**src/rtl/alu_sweep_sequencer_if.sv**
```systemverilog
// rtl/alu_sweep_sequencer_if.sv - command, ALU drive/sample and result stream bundle for the sweep sequencer
interface alu_sweep_sequencer_if #(
  parameter int SEL_WIDTH = 3
);
  logic                 cmd_valid_in;
  logic                 cmd_ready_out;
  logic [7:0]           cmd_d0_in;
  logic [7:0]           cmd_d1_in;
  logic [7:0]           alu_d0_out;
  logic [7:0]           alu_d1_out;
  logic [SEL_WIDTH-1:0] alu_sel_out;
  logic [15:0]          alu_res_in;
  logic                 alu_gt_in;
  logic                 alu_eq_in;
  logic                 res_valid_out;
  logic                 res_ready_in;
  logic [15:0]          res_data_out;
  logic [SEL_WIDTH-1:0] res_sel_out;
  logic                 res_gt_out;
  logic                 res_eq_out;
  logic                 res_last_out;
  logic                 busy_out;
  logic                 done_out;

  modport master (
    input  cmd_valid_in, cmd_d0_in, cmd_d1_in, alu_res_in, alu_gt_in, alu_eq_in, res_ready_in,
    output cmd_ready_out, alu_d0_out, alu_d1_out, alu_sel_out, res_valid_out, res_data_out,
           res_sel_out, res_gt_out, res_eq_out, res_last_out, busy_out, done_out
  );

  modport slave (
    output cmd_valid_in, cmd_d0_in, cmd_d1_in, alu_res_in, alu_gt_in, alu_eq_in, res_ready_in,
    input  cmd_ready_out, alu_d0_out, alu_d1_out, alu_sel_out, res_valid_out, res_data_out,
           res_sel_out, res_gt_out, res_eq_out, res_last_out, busy_out, done_out
  );
endinterface

```
**src/rtl/alu_sweep_sequencer.sv**
```systemverilog
// rtl/alu_sweep_sequencer.sv - steps a combinational ALU through every select code and streams each registered result
module alu_sweep_sequencer #(
  parameter int NUM_OPS   = 8,
  parameter int SEL_WIDTH = 3
) (
  input logic                   clk_in,
  input logic                   rst_n_in,
  alu_sweep_sequencer_if.master bus
);
  typedef enum logic [1:0] {IDLE, DRIVE, EMIT} state_t;

  localparam logic [SEL_WIDTH-1:0] LAST_SEL = SEL_WIDTH'(NUM_OPS - 1);

  state_t               state, state_nxt;
  logic                 accept, handshake, last_beat;
  logic [7:0]           alu_d0, alu_d1;
  logic [SEL_WIDTH-1:0] alu_sel, res_sel;
  logic [15:0]          res_data;
  logic                 res_gt, res_eq, res_last, done;

  always_comb begin
    accept    = bus.cmd_valid_in && (state == IDLE);
    handshake = (state == EMIT) && bus.res_ready_in;
    last_beat = (alu_sel == LAST_SEL);
    state_nxt = state;
    case (state)
      IDLE:    if (accept) state_nxt = DRIVE;
      DRIVE:   state_nxt = EMIT;
      EMIT:    if (handshake) state_nxt = last_beat ? IDLE : DRIVE;
      default: state_nxt = IDLE;
    endcase
  end

  always_ff @(posedge clk_in or negedge rst_n_in) begin
    if (!rst_n_in) state <= IDLE;
    else           state <= state_nxt;
  end

  // The DRIVE cycle is the ALU settle window; its closing edge samples the result.
  always_ff @(posedge clk_in or negedge rst_n_in) begin
    if (!rst_n_in) begin
      alu_d0   <= '0;
      alu_d1   <= '0;
      alu_sel  <= '0;
      res_data <= '0;
      res_sel  <= '0;
      res_gt   <= 1'b0;
      res_eq   <= 1'b0;
      res_last <= 1'b0;
      done     <= 1'b0;
    end else begin
      done <= handshake && last_beat;
      if (accept) begin
        alu_d0  <= bus.cmd_d0_in;
        alu_d1  <= bus.cmd_d1_in;
        alu_sel <= '0;
      end
      if (state == DRIVE) begin
        res_data <= bus.alu_res_in;
        res_gt   <= bus.alu_gt_in;
        res_eq   <= bus.alu_eq_in;
        res_sel  <= alu_sel;
        res_last <= last_beat;
      end
      if (handshake && !last_beat) alu_sel <= alu_sel + SEL_WIDTH'(1);
    end
  end

  assign bus.cmd_ready_out = (state == IDLE);
  assign bus.busy_out      = (state != IDLE);
  assign bus.res_valid_out = (state == EMIT);
  assign bus.alu_d0_out    = alu_d0;
  assign bus.alu_d1_out    = alu_d1;
  assign bus.alu_sel_out   = alu_sel;
  assign bus.res_data_out  = res_data;
  assign bus.res_sel_out   = res_sel;
  assign bus.res_gt_out    = res_gt;
  assign bus.res_eq_out    = res_eq;
  assign bus.res_last_out  = res_last;
  assign bus.done_out      = done;
endmodule

```
**src/flat_wrapper.sv**
```systemverilog
// flat-port wrapper written by rule: the top's interface ports become plain ports
module alu_sweep_sequencer_flat 
#(
  parameter int NUM_OPS   = 8,
  parameter int SEL_WIDTH = 3
)
  (clk_in, rst_n_in, bus_cmd_valid_in, bus_cmd_d0_in, bus_cmd_d1_in, bus_alu_res_in, bus_alu_gt_in, bus_alu_eq_in, bus_res_ready_in, bus_cmd_ready_out, bus_alu_d0_out, bus_alu_d1_out, bus_alu_sel_out, bus_res_valid_out, bus_res_data_out, bus_res_sel_out, bus_res_gt_out, bus_res_eq_out, bus_res_last_out, bus_busy_out, bus_done_out);
  alu_sweep_sequencer_if #(.SEL_WIDTH(SEL_WIDTH)) bus_i ();
  input logic clk_in;
  input logic rst_n_in;
  input wire logic [$bits(bus_i.cmd_valid_in)-1:0] bus_cmd_valid_in;
  input wire logic [$bits(bus_i.cmd_d0_in)-1:0] bus_cmd_d0_in;
  input wire logic [$bits(bus_i.cmd_d1_in)-1:0] bus_cmd_d1_in;
  input wire logic [$bits(bus_i.alu_res_in)-1:0] bus_alu_res_in;
  input wire logic [$bits(bus_i.alu_gt_in)-1:0] bus_alu_gt_in;
  input wire logic [$bits(bus_i.alu_eq_in)-1:0] bus_alu_eq_in;
  input wire logic [$bits(bus_i.res_ready_in)-1:0] bus_res_ready_in;
  output wire logic [$bits(bus_i.cmd_ready_out)-1:0] bus_cmd_ready_out;
  output wire logic [$bits(bus_i.alu_d0_out)-1:0] bus_alu_d0_out;
  output wire logic [$bits(bus_i.alu_d1_out)-1:0] bus_alu_d1_out;
  output wire logic [$bits(bus_i.alu_sel_out)-1:0] bus_alu_sel_out;
  output wire logic [$bits(bus_i.res_valid_out)-1:0] bus_res_valid_out;
  output wire logic [$bits(bus_i.res_data_out)-1:0] bus_res_data_out;
  output wire logic [$bits(bus_i.res_sel_out)-1:0] bus_res_sel_out;
  output wire logic [$bits(bus_i.res_gt_out)-1:0] bus_res_gt_out;
  output wire logic [$bits(bus_i.res_eq_out)-1:0] bus_res_eq_out;
  output wire logic [$bits(bus_i.res_last_out)-1:0] bus_res_last_out;
  output wire logic [$bits(bus_i.busy_out)-1:0] bus_busy_out;
  output wire logic [$bits(bus_i.done_out)-1:0] bus_done_out;
  assign bus_i.cmd_valid_in = bus_cmd_valid_in;
  assign bus_i.cmd_d0_in = bus_cmd_d0_in;
  assign bus_i.cmd_d1_in = bus_cmd_d1_in;
  assign bus_i.alu_res_in = bus_alu_res_in;
  assign bus_i.alu_gt_in = bus_alu_gt_in;
  assign bus_i.alu_eq_in = bus_alu_eq_in;
  assign bus_i.res_ready_in = bus_res_ready_in;
  assign bus_cmd_ready_out = bus_i.cmd_ready_out;
  assign bus_alu_d0_out = bus_i.alu_d0_out;
  assign bus_alu_d1_out = bus_i.alu_d1_out;
  assign bus_alu_sel_out = bus_i.alu_sel_out;
  assign bus_res_valid_out = bus_i.res_valid_out;
  assign bus_res_data_out = bus_i.res_data_out;
  assign bus_res_sel_out = bus_i.res_sel_out;
  assign bus_res_gt_out = bus_i.res_gt_out;
  assign bus_res_eq_out = bus_i.res_eq_out;
  assign bus_res_last_out = bus_i.res_last_out;
  assign bus_busy_out = bus_i.busy_out;
  assign bus_done_out = bus_i.done_out;
  alu_sweep_sequencer #(.NUM_OPS(NUM_OPS), .SEL_WIDTH(SEL_WIDTH)) u_core (.clk_in(clk_in), .rst_n_in(rst_n_in), .bus(bus_i));
endmodule
```
**config.mk**
```make
export PLATFORM = sky130hd
export DESIGN_NAME = alu_sweep_sequencer_flat
export DESIGN_NICKNAME = d
export VERILOG_FILES = /design/src/rtl/alu_sweep_sequencer_if.sv /design/src/rtl/alu_sweep_sequencer.sv /design/src/flat_wrapper.sv
export SDC_FILE = /design/constraint.sdc
export NUM_CORES = 1
export LEC_CHECK = 0
export BUFFER_PORTS_ARGS = -buffer_cell sky130_fd_sc_hd__buf_2
export CAP_MARGIN = 20
export CELL_PAD_IN_SITES_DETAIL_PLACEMENT = 1
export CELL_PAD_IN_SITES_GLOBAL_PLACEMENT = 1
export CORE_MARGIN = 4
export CORE_UTILIZATION = 38
export DETAILED_ROUTE_END_ITERATION = 12
export HOLD_SLACK_MARGIN = 0.15
export PLACE_DENSITY = 0.86
export SETUP_SLACK_MARGIN = 0.2
export SKIP_CTS_REPAIR_TIMING = 1
export SLEW_MARGIN = 20
export SYNTH_ARGS = -nofsm -noshare
export SYNTH_HDL_FRONTEND = slang
export SYNTH_SLANG_ARGS = --single-unit
```
**constraint.sdc**
```tcl
create_clock -name clk_in -period 3.2 [get_ports clk_in]
set_input_delay 0 -clock clk_in [delete_from_list [all_inputs] [get_ports clk_in]]
set_output_delay 0 -clock clk_in [all_outputs]
set_load 0.05 [all_outputs]
```
Word level (Yosys, flattened, before mapping)

Index checks and enable logic that the tools add are counted.

Reductions and logical operators: 9
Multiplexer cells: 6
$add $sub $neg: 1
Equality and inequality tests: 5

Operators by type and width:

| cell                                                                     | count |
|---|---|
| 3-bit 2-to-1 mux                                                         | 2 |
| 2-bit one-hot mux with 3 select lines                                    | 1 |
| 1-bit logical AND                                                        | 4 |
| 2-bit 2-to-1 mux                                                         | 2 |
| 2-bit by 1-bit inequality test with 1-bit output (second input constant) | 2 |
| 2-bit nonzero test                                                       | 2 |
| 3-bit by 1-bit adder with 3-bit output (second input constant)           | 1 |
| 3-bit equality test (second input constant)                              | 1 |
| 2-bit by 1-bit equality test with 1-bit output (second input constant)   | 1 |
| 2-bit equality test (second input constant)                              | 1 |
| 2-bit logical NOT                                                        | 1 |
| 2-bit AND reduction                                                      | 1 |
| 1-bit logical NOT                                                        | 1 |
| 1-bit 2-to-1 mux                                                         | 1 |

Logic and storage cells: 31
Register bits after elaboration: 44
Input port bits: 38
Output and inout bits: 45

Depth between registers and ports, before layout

Word-level depth: 4
Gate-level depth with buffers: 5
Mapped depth without buffers: 5

Least setup slack after synthesis

OpenSTA, ideal clock, no wires.

Kind: register -> register
Start point: register u_core.alu_sel[0] (netlist: u_core.bus.alu_sel_out[0])
End point: register u_core.alu_sel[0] (netlist: u_core.bus.alu_sel_out[0])
Stages on the path, launching flop included: 6
Buffers on the path: 0
Clock period less this slack: 1.534 ns
Library setup time: 0.078 ns
Path slack: 1.666 ns
Data required time: 3.122 ns
Arrival time: 1.456 ns
Cell sequence: dfrtp_1 ha_1 ha_1 inv_1 a21oi_1 o2bb2ai_1

Word-level cells in the longest chain between the ends: 4
Elaborated cells on any way between the ends: 6
Classes of those cells: 1 x add/sub; 1 x eq/ne; 1 x mux; 3 x reduce/logical

RTL lines:

| item                                                   | line                      | source |
|---|---|---|
| start: declaration                                     | alu_sweep_sequencer.sv:17 | `logic [SEL_WIDTH-1:0] alu_sel, res_sel;` |
| start signal: assignment                               | alu_sweep_sequencer.sv:65 | `if (handshake && !last_beat) alu_sel <= alu_sel + SEL_WIDTH'(1);` |
| 3-bit equality test *                                  | alu_sweep_sequencer.sv:24 | `last_beat = (alu_sel == LAST_SEL);` |
| via u_core.last_beat                                   | alu_sweep_sequencer.sv:15 | `logic accept, handshake, last_beat;` |
| 1-bit logical NOT *                                    | alu_sweep_sequencer.sv:65 |  |
| 1-bit logical AND *                                    | alu_sweep_sequencer.sv:65 |  |
| 3-bit 2-to-1 mux or 2-bit nonzero test (tied branches) | -                         |  |

Mark *: on every way through the listed nets, which the timed path passes. The rest lies on a longest branch.
A chain may end at the register's enable or synchronous reset.

Worst setup path in the final report

Start point: register u_core.state[1]
End point: register u_core.alu_d0[1] (netlist: u_core.bus.alu_d0_out[1])

Word-level cells in the longest chain between the ends: 2

RTL lines:

| item                     | line                      | source |
|---|---|---|
| start: declaration       | alu_sweep_sequencer.sv:14 | `state_t state, state_nxt;` |
| start signal: assignment | alu_sweep_sequencer.sv:36 | `else state <= state_nxt;` |
| 2-bit logical NOT        | alu_sweep_sequencer.sv:22 | `accept = bus.cmd_valid_in && (state == IDLE);` |
| 1-bit logical AND        | alu_sweep_sequencer.sv:22 |  |
| end signal: assignment   | alu_sweep_sequencer.sv:54 | `alu_d0 <= bus.cmd_d0_in;` |
| end: declaration         | alu_sweep_sequencer.sv:16 | `logic [7:0] alu_d0, alu_d1;` |

Every way passes these cells.

==> flow_summary.yaml <==
die:
  start_util_pct: 39.5
  ios: 83
  die-width_um: 75.3
  dieArea_um2: 5670
  rows: 24
  core_area_um2: 4350
  dieHeight_um: 75.3
worst_hold_path:
  hold_path_class: "in2reg"
pwr:
  p_int_mw: 1.47
  peakVddDrop_uv: 530
  power_switching_mw: 1.57
  seqPwrFrac_pct: 31.3
  p_clk_share_pct: 10.3
  power_mw: 3.04
  power_density_nw_per_um2: 1170
  swShare_pct: 51.7
  cellLeakagePower_nw: 1.28
  combPwrFrac_pct: 58.4
worst_setup_path:
  slowest_delay_ns: 0.73
  critPathKind: "reg2reg"
  end_kind: "register"
  crit_buf_inv: 0
  crit_slowest_cell: "nor3b_4"
  worst_ep_required_time_ns: 3.37
  startpoint_type: "register"
  critical_path.cell_chain: "nor3b_4 > mux2_2"
  worstPathMaxFanout: 17
  worst_path_dominant_cell_family: "simple AND/OR/NAND/NOR gates"
  arrival_ns: 1.86
timing:
  final.setup.worst_slack_ns: 1.51
  maxSlewViolCount: 0
  period_share_pct: 53.0
  min_period_ns: 1.69
  fin_skew_ns: 0.00286
  setup_viol: 0
  slew_headroom_pct: 35.7
  rsz0062_at_grt: "no"
  fmax_mhz: 590
  tns_ns: 0
  timing_hold_violations_final: 0
  tightest_slew_ns: 0.965
routing:
  remaining_drc_errors: 0
  vias: 1310
  avgViaCountPerCell: 4.66
  routedWlPerCell_um: 16.3
  drt_pass1_iterations: 3
  drt_iter0_drc: 30
  postRouteAntennaNets: 0
  routed_wl_um: 4590
synthesis:
  ys_ff_latch: 44
  synthCells: 108
  synth-seq-area-share_pct: 64.0
  syn_area_per_cell_um2: 15.9
  netlist_area_um2: 1720
  syn_nets: 148
  synth_cell_types: 17
  ys_warn_count: 0
global_route:
  grt_max_degree: 45
  grt_use_total_pct: 13.5
  antenna_found_initial: 0
  grt_first_pass_wirelength_um: 5710
  first_global_vias: 1299
  gr-total-overflow: 0
clock_network:
  cts_buffer_depth: 2
  numCtsBuffers: 5
  ctsRootBufferMaster: "clkbuf_8"
  cts_tree: "built"
  cts_num_sinks: 44
  htreeDepth: 2
  clkLatencyLatePin_ns: 0.28
  path_clk_slew_ns: 0.07
final_layout:
  layout_common_cells: "82 x buf_2, 44 x dfrtp_1, 37 x mux2_2, 36 x dlygate4sd3_1, 5 x clkbuf_8"
  final_common_cell: "buf_2"
  drive_above_1_share_pct: 55.9
  areaGrowthSynthToFinish_pct: 51.0
  fin_area_um2: 2600
  nets: 269
  antenna_cells: 0
place:
  dp_hpwl_um: 2880
  place_area_um2: 2160
  pre_cts_ws_ns: 1.36
  numPortBuffers: 82
  gp_congestion: 0.687
flow_run:
  maxCapViolations: 0
outcome:
  outcome: "complete, no violations"
[path summary, 6_finish.rpt]
path | cells after the start | slack [ns] | to | start
max | 2 | 1.51 | u_core.bus.alu_d0_out[1] | u_core.state[1]
min | 3 | 0.31 | u_core.bus.alu_d1_out[0] | bus_cmd_valid_in
max reg2reg | 2 | 1.51 | u_core.bus.alu_d0_out[1] | u_core.state[1]
min reg2reg | 1 | 0.50 | u_core.bus.alu_d1_out[0] | u_core.bus.alu_d1_out[0]
max in group asynchronous | 2 | 2.19 | u_core.bus.res_data_out[11] | rst_n_in
min in group asynchronous | 2 | 0.41 | u_core.bus.alu_d1_out[7] | rst_n_in
[flip-flops by register name (all words and copies together) (netlist names)]
signal                   cells
u_core.bus.alu_d0_out        8
u_core.bus.done_out          1
u_core.bus.res_gt_out        1
u_core.bus.res_last_out      1
u_core.bus.res_eq_out        1
u_core.bus.alu_sel_out       3
u_core.bus.res_sel_out       3
u_core.state                 2
u_core.bus.res_data_out     16
u_core.bus.alu_d1_out        8
[tightest hold or removal path, cell delays in order]
cell and delay [ns]:
buf_2 0.10, nor3b_4 0.22, mux2_2 0.24
[stage by stage]
stage / hold WS [ns] / utilization [%] / instances
global route: 0.315 / 59.7 / 281
floorplan: -0.296 / - / 108
detailed placement: 0.205 / 49.5 / 238
global placement: 0.208 / 49.5 / 238
finish: 0.314 / 59.7 / 281
CTS: -0.108 / 51.3 / 245
[area by class of cell]
type                            count  area [um^2]
Inverter                            4         15.0
Tap cell                           52         65.1
Multi-Input combinational cell     56          568
Clock inverter                      1         5.00
Sequential cell                    44         1100
Clock buffer                        6         72.6
Fill cell                         464         1760
Timing Repair Buffer              118          771
[cell usage after synthesis]
library cell | instances | area (um^2)
dfrtp_1 | 44 | 1100
mux2_2 | 37 | 417
inv_1 | 4 | 15.0
buf_6 | 3 | 33.8
o2bb2ai_1 | 3 | 26.3
a21oi_1 | 2 | 10.0
a22oi_1 | 2 | 15.0
ha_1 | 2 | 25.0
nand2b_1 | 2 | 12.5
o21ai_0 | 2 | 10.0
buf_2 | 1 | 5.00
mux2i_1 | 1 | 10.0
nand2_1 | 1 | 3.75
nor2b_1 | 1 | 6.26
nor3_1 | 1 | 5.00
nor3b_4 | 1 | 18.8
or2_2 | 1 | 6.26
[cell families (layout without fill, tap and decap cells)]
group,count (synthesis),count (layout),share of synthesized area (%)
flops,44,44,64.0
mux,38,38,24.8
compound gates,9,9,3.56
buf+inv,8,129,3.13
simple gates,7,7,3.05
fa+ha+maj,2,2,1.45
[per-layer routing]
metal	global-route usage, %	part of all wire (%)	up-vias
met3	7.61	10	2
met4	2.91	0.17	0
li1	-	-	619
met5	0	0	-
met2	21.7	48	66
met1	16.0	41	623
[power groups by stage]
stage                     Combinational, mW  Sequential [mW]  Clock [mW]
final                                  1.78            0.952       0.314
after CTS                              1.74            0.949       0.330
after global placement                 1.71            0.942           0
after floorplan                       0.529             1.80           0
after global routing                   1.87            0.981       0.359
after detailed placement               1.74            0.958           0
Power figures use the tool's default switching activity.
